File: config.mk
export PLATFORM = sky130hd
export DESIGN_NAME = mem_wb_reg
export DESIGN_NICKNAME = d
export VERILOG_FILES = /design/src/rtl/mem_wb_reg.sv
export SDC_FILE = /design/constraint.sdc
export NUM_CORES = 1
export LEC_CHECK = 0
export ABC_AREA = 0
export BUFFER_PORTS_ARGS = -buffer_cell sky130_fd_sc_hd__buf_2
export CORE_MARGIN = 3
export CORE_UTILIZATION = 45
export DETAILED_ROUTE_END_ITERATION = 6
export PLACE_DENSITY = 0.92
export SYNTH_ARGS = -nofsm -noshare
export SYNTH_HDL_FRONTEND = slang
export SYNTH_SLANG_ARGS = --single-unit
File: constraint.sdc
create_clock -name clk -period 2 [get_ports clk]
set_clock_uncertainty 0.15 [all_clocks]
set_input_delay 0 -clock clk [delete_from_list [all_inputs] [get_ports clk]]
set_output_delay 0 -clock clk [all_outputs]
set_load 0.01 [all_outputs]
File: src/rtl/mem_wb_reg.sv
// MEM/WB pipeline register: captures memory-stage results and presents them to writeback one cycle later.
// Priority is reset > flush (bubble) > stall (hold) > capture; wb_data_out is combinational off the flops.
module mem_wb_reg #(
  parameter int DATA_W = 32,
  parameter int REG_AW = 5
) (
  input  logic              clk,
  input  logic              reset,
  input  logic              stall,
  input  logic              flush,
  input  logic [DATA_W-1:0] mem_data_in,
  input  logic [DATA_W-1:0] alu_result_in,
  input  logic [REG_AW-1:0] reg_write_addr_in,
  input  logic              reg_write_en_in,
  input  logic              mem_to_reg_in,
  output logic [DATA_W-1:0] mem_data_out,
  output logic [DATA_W-1:0] alu_result_out,
  output logic [REG_AW-1:0] reg_write_addr_out,
  output logic              reg_write_en_out,
  output logic              mem_to_reg_out,
  output logic [DATA_W-1:0] wb_data_out
);

  typedef struct packed {
    logic [DATA_W-1:0] mem_data;
    logic [DATA_W-1:0] alu_result;
    logic [REG_AW-1:0] reg_write_addr;
    logic              reg_write_en;
    logic              mem_to_reg;
  } wb_stage_t;

  wb_stage_t wb_d;
  wb_stage_t wb_q;

  always_comb begin
    wb_d = wb_q;
    if (flush) begin
      wb_d = '0;
    end else if (!stall) begin
      wb_d.mem_data       = mem_data_in;
      wb_d.alu_result     = alu_result_in;
      wb_d.reg_write_addr = reg_write_addr_in;
      // x0 is hard-wired to zero, so a write to it is dropped here once
      wb_d.reg_write_en   = reg_write_en_in && (reg_write_addr_in != '0);
      wb_d.mem_to_reg     = mem_to_reg_in;
    end
  end

  always_ff @(posedge clk) begin
    if (reset) begin
      wb_q <= '0;
    end else begin
      wb_q <= wb_d;
    end
  end

  assign mem_data_out       = wb_q.mem_data;
  assign alu_result_out     = wb_q.alu_result;
  assign reg_write_addr_out = wb_q.reg_write_addr;
  assign reg_write_en_out   = wb_q.reg_write_en;
  assign mem_to_reg_out     = wb_q.mem_to_reg;
  assign wb_data_out        = wb_q.mem_to_reg ? wb_q.mem_data : wb_q.alu_result;

endmodule

==> impl_metrics.yaml, run 1 <==
grt:
  grt_max_degree: 73
  track_usage: 0.245
  grt_pass1_vias: 2960
  grt-ovfl-total: 0
  antenna_found_initial: 0
  grt_pass1_wl_mm: 14.3
power:
  power_mw: 2.98
  seq_power_share: 0.502
  pwr-share-comb: 0.170
  p_switching_mw: 0.729
  irDropWorstVdd_mv: 0.467
  p_clk_frac: 0.328
  power.density_nw_per_um2: 638
  swShare: 0.245
  leakagePower_nw: 2.50
  internal_power_mw: 2.25
route:
  drc_errors: 0
  dr_total_vias: 2898
  viasPerCell: 4.92
  drt_wl_total_mm: 9.38
  avgRoutedWirePerCell_um: 15.9
  drt_iter0_drc: 89
  ant_nets: 0
  firstDrtPassIters: 4
critical_path:
  start_kind: "register"
  reg2reg_from: "mem_to_reg_out$_SDFFE_PP0N_"
  worstSetupPathType: "register to output port"
  cp-end-kind: "output port"
  required_ns: 1.85
  crit_arrival_ns: 1.62
  cp-startpoint: "mem_to_reg_out$_SDFFE_PP0N_"
  crit_fanout: 34
synthesis:
  synth_seq_area_share: 0.482
  synth_area_leaders: "dfxtp_1 (48%), mux2i_1 (24%), mux2_2 (12%), nor2_1 (8.9%), buf_6 (3.1%)"
  yosysWarnings: 0
  netlist_area_um2: 2950
  yosysTopAreaCellShare: 0.482
  synthCells: 269
  yosys-top-cells-count: "dfxtp_1 (71), mux2i_1 (70), nor2_1 (70), mux2_2 (32), buf_6 (8)"
  synthArstFlopShare: 0
  syn_nets: 344
  synth_edf_count: 0
  ys_ff_latch: 71
  syn_area_per_cell_um2: 11.0
  ys_types: 13
  synth_ff_type: "dfxtp_1"
  synth_most_common_cell: "dfxtp_1"
  synth_top_area_cell: "dfxtp_1"
cts:
  worstSkewPairLatency_ns: 0.32
  holdBufCountCts: 71
  post-cts-setup-buffer-count: 0
  clkTransAtPathRegs_ns: 0.07
  h-tree-depth: 3
  cts.sinks: 71
  cts_tree: "done"
  postCtsResizedCells: 0
  cts_buffers: 9
  clock_path_buffers: 2
  clock_tree.root_cell: "clkbuf_8"
hold_path:
  hp-class: "input pin to register"
  holdCritStartpoint: "stall"
sta:
  fmax_mhz: 566
  setup_tns_ns: 0
  min_period_ns: 1.77
  finalCritPeriodShare: 0.884
  hold_slack_ns: 0.147
  maxSlewHeadroom: 0.517
  hold_viol_final: 0
  finalMaxSlewViolations: 0
  tightest_slew_ns: 0.724
  rsz0062_at_grt: "false"
  setup_violations: 0
  worst_slack_ns: 0.232
placement:
  placed_cells: 504
  post_dp_cell_area_um2: 3800
  globalplace.congestion: 0.722
  dp_slack_ns: 0.630
  portBuffers: 177
  dpl.hpwl_mm: 5.20
floorplanning:
  core_area_um2: 6130
  dieArea_um2: 7560
  rows: 28
  die_w_um: 86.9
  pin_count: 178
  die_h_um: 86.9
  start_util: 0.481
layout:
  diodes: 0
  fillers: 396
  final_area_um2: 4670
  area_growth_pct: 58.5
  nets: 586
  final_util: 0.762
  fin_cells: 589
  drive_gt1_frac: 0.438
status:
  status: "finished, final reports clean"
flow_run:
  drv_cap: 0
==> final cells by class <==
cell class / instances / area (um^2) / area share
sequential: 71 / 1420 / 0.304
timing repair buffer: 251 / 1630 / 0.350
clock inverter: 1 / 5.00 / 0.00107
multi-input combinational: 178 / 1360 / 0.291
clock buffer: 13 / 159 / 0.0340
tap: 75 / 93.8 / 0.0201
==> power by group through the flow <==
stage                     Clock, mW  Sequential, mW  Combinational (mW)
after floorplan                   0            1.54               0.216
after global placement            0            1.52               0.374
after detailed placement          0            1.53               0.383
after CTS                      1.00            1.49               0.492
after global routing           1.07            1.50               0.544
final                         0.978            1.50               0.506
==> registers in the layout, indices dropped and copies added, names as in the netlist <==
signal              flops
mem_to_reg_out          1
mem_data_out           32
reg_write_addr_out      5
alu_result_out         32
reg_write_en_out        1
==> worst paths after layout <==
kind	end	slack, ns	cells past startpoint
setup / recovery	wb_data_out[1]	0.23	3
hold / removal	mem_data_out[4]$_SDFFE_PP0N_	0.15	4
setup reg to reg	mem_to_reg_out$_SDFFE_PP0N_	0.82	3
hold reg to reg	reg_write_en_out$_SDFFE_PP0N_	0.32	2
==> critical path, stage by stage, from the launching register on <==
cell     delay, ns
dfxtp_1       0.31
buf_4         0.41
mux2_2        0.42
buf_2         0.14
==> layer usage <==
| metal | up-vias | global-route usage | part of all wire |
|---|---|---|---|
| li1 | 1389 | - | - |
| met1 | 1349 | 0.237 | 0.35 |
| met2 | 134 | 0.473 | 0.55 |
| met3 | 26 | 0.0681 | 0.077 |
| met4 | 0 | 0.112 | 0.025 |
| met5 | - | 0 | 0 |
==> kinds of logic (layout without fill, tap and decap cells) <==
logic type | count (synthesis) | after routing | share of synthesized area
AND/OR/NAND/NOR | 74 | 74 | 0.0972
flip-flops | 71 | 71 | 0.482
buffers and inverters | 20 | 265 | 0.0569
multiplexers | 102 | 102 | 0.360
AO/OA/AOI/OAI | 2 | 2 | 0.00339
==> cell usage in the layout, fill, tap and decap left out <==
cell type and count:
or4_1 1, clkbuf_1 2, mux2_2 32, nor2b_1 1, dlygate4sd3_1 71, clkbuf_8 11
buf_12 1, a21oi_1 1, dfxtp_1 71, buf_4 3, o21ai_1 1, buf_2 176
clkinv_2 1, nand2_1 1, mux2i_1 70, nor2_1 70, or2_2 1
Note: power is estimated with default switching activity, not from simulation.
==> run 2, diff against run 1 <==
--- a/config.mk
+++ b/config.mk
@@ -10,7 +10,7 @@
 export CORE_MARGIN = 3
 export CORE_UTILIZATION = 45
 export DETAILED_ROUTE_END_ITERATION = 6
-export PLACE_DENSITY = 0.92
+export PLACE_DENSITY = 0.83
 export SYNTH_ARGS = -nofsm -noshare
 export SYNTH_HDL_FRONTEND = slang
 export SYNTH_SLANG_ARGS = --single-unit
==> run 2 against run 1 <==
  * Non-clock buffer count increased by 3
  * Largest power group unchanged
  * Highest routed layer unchanged
  * First-iteration DRC count decreased by 10%
  * Clock power increased by 0.6%
  * Core utilization increased by 0.71 points
  * Fmax decreased by 5.2%
  * Die area unchanged
  * Final area increased by 0.94%
  * Combinational power about the same
  * Hold slack got worse by 0.095 ns
  * Global-route usage decreased by 0.40 points
==> impl_metrics.yaml, run 2 (synthesis gave the netlist of run 1 again) <==
route:
  firstDrtPassIters: 4
  ant_nets: 0
  drt_iter0_drc: 80
  dr_total_vias: 2925
  viasPerCell: 4.95
  drc_errors: 0
  drt_wl_total_mm: 9.20
  avgRoutedWirePerCell_um: 15.6
critical_path:
  worstSetupPathType: "input pin to register"
  crit_fanout: 2
  start_kind: "input pin"
  cp-end-kind: "register"
  crit_arrival_ns: 1.92
  required_ns: 2.05
sta:
  hold_slack_ns: 0.0516
  finalCritPeriodShare: 0.933
  min_period_ns: 1.87
  maxSlewHeadroom: 0.519
  hold_viol_final: 0
  setup_violations: 0
  rsz0062_at_grt: "false"
  setup_tns_ns: 0
  fmax_mhz: 536
  finalMaxSlewViolations: 0
  tightest_slew_ns: 0.722
layout:
  layout_commonest_cell: "buf_2"
  fin_cells: 591
  area_growth_pct: 60.0
  drive_gt1_frac: 0.442
  final_cell_mix: "buf_2 (176), dlygate4sd3_1 (72), dfxtp_1 (71), mux2i_1 (70), nor2_1 (70)"
  nets: 589
  diodes: 0
grt:
  grt-ovfl-total: 0
  grt_max_degree: 41
  grt_pass1_vias: 3038
  track_usage: 0.241
  grt_pass1_wl_mm: 14.4
  antenna_found_initial: 0
floorplanning:
  core_area_um2: 6130
  start_util: 0.481
  dieArea_um2: 7560
  pin_count: 178
  die_h_um: 86.9
  die_w_um: 86.9
  rows: 28
cts:
  post-cts-setup-buffer-count: 0
  cts.sinks: 71
  worstSkewPairLatency_ns: 0.31
  clkTransAtPathRegs_ns: 0.07
  h-tree-depth: 3
  cts_buffers: 9
  clock_tree.root_cell: "clkbuf_8"
  cts_tree: "done"
  clock_path_buffers: 2
power:
  power.density_nw_per_um2: 634
  irDropWorstVdd_mv: 0.440
  leakagePower_nw: 2.52
  power_mw: 2.99
flow_run:
  drv_cap: 0
status:
  status: "finished, final reports clean"
placement:
  portBuffers: 177
  dpl.hpwl_mm: 5.45
  globalplace.congestion: 0.708
  placed_cells: 506
hold_path:
  hp-class: "input pin to register"
[run 2: layout make-up]
| type | instances | area, um^2 |
|---|---|---|
| timing repair buffer | 254 | 1670 |
| sequential | 71 | 1420 |
| fill | 401 | 1420 |
| multi-input combinational | 178 | 1360 |
| clock buffer | 12 | 165 |
| tap | 75 | 93.8 |
| clock inverter | 1 | 5.00 |
[run 2: path summary, 6_finish.rpt]
path | cells after the start | end | startpoint | slack [ns]
setup / recovery | 6 | reg_write_en_out$_SDFFE_PP0N_ | reg_write_addr_in[0] | 0.13
hold / removal | 3 | alu_result_out[0]$_SDFFE_PP0N_ | stall | 0.05
setup reg to reg | 3 | reg_write_en_out$_SDFFE_PP0N_ | reg_write_en_out$_SDFFE_PP0N_ | 0.73
hold reg to reg | 2 | reg_write_addr_out[1]$_SDFFE_PP0N_ | reg_write_addr_out[1]$_SDFFE_PP0N_ | 0.35
[run 2: power by group]
part / switching (mW) / total, mW / leakage [nW] / internal, mW
Combinational: 0.217 / 0.507 / 1.85 / 0.290
Sequential: 0.0369 / 1.50 / 0.579 / 1.46
Clock: 0.454 / 0.984 / 0.0902 / 0.530
[run 2: routing by layer]
metal | track usage | part of all wire | routed length (um)
met1 | 0.246 | 0.36 | 3290
met2 | 0.461 | 0.56 | 5120
met3 | 0.0492 | 0.059 | 542
met4 | 0.115 | 0.026 | 242
met5 | 0 | 0 | 0
[run 2: worst max-delay path, cell delays in order]
cell           delay (ns)
dlygate4sd3_1        0.53
buf_2                0.12
or4_1                0.51
o21ai_1              0.13
a21oi_1              0.07
dlygate4sd3_1        0.56
[run 2: timing repair]
action	CTS	global route
hold endpoints to repair	71	0
hold buffers	72	0
resized for setup	0	0
[run 2: metrics by stage]
stage,util,setup slack (ns),area [um^2]
global route,0.769,0.112,4710
finish,0.769,0.135,4710
CTS,0.769,0.133,4710
detailed placement,0.624,0.453,3820
global placement,0.624,0.458,3820
floorplan,-,0.749,2950
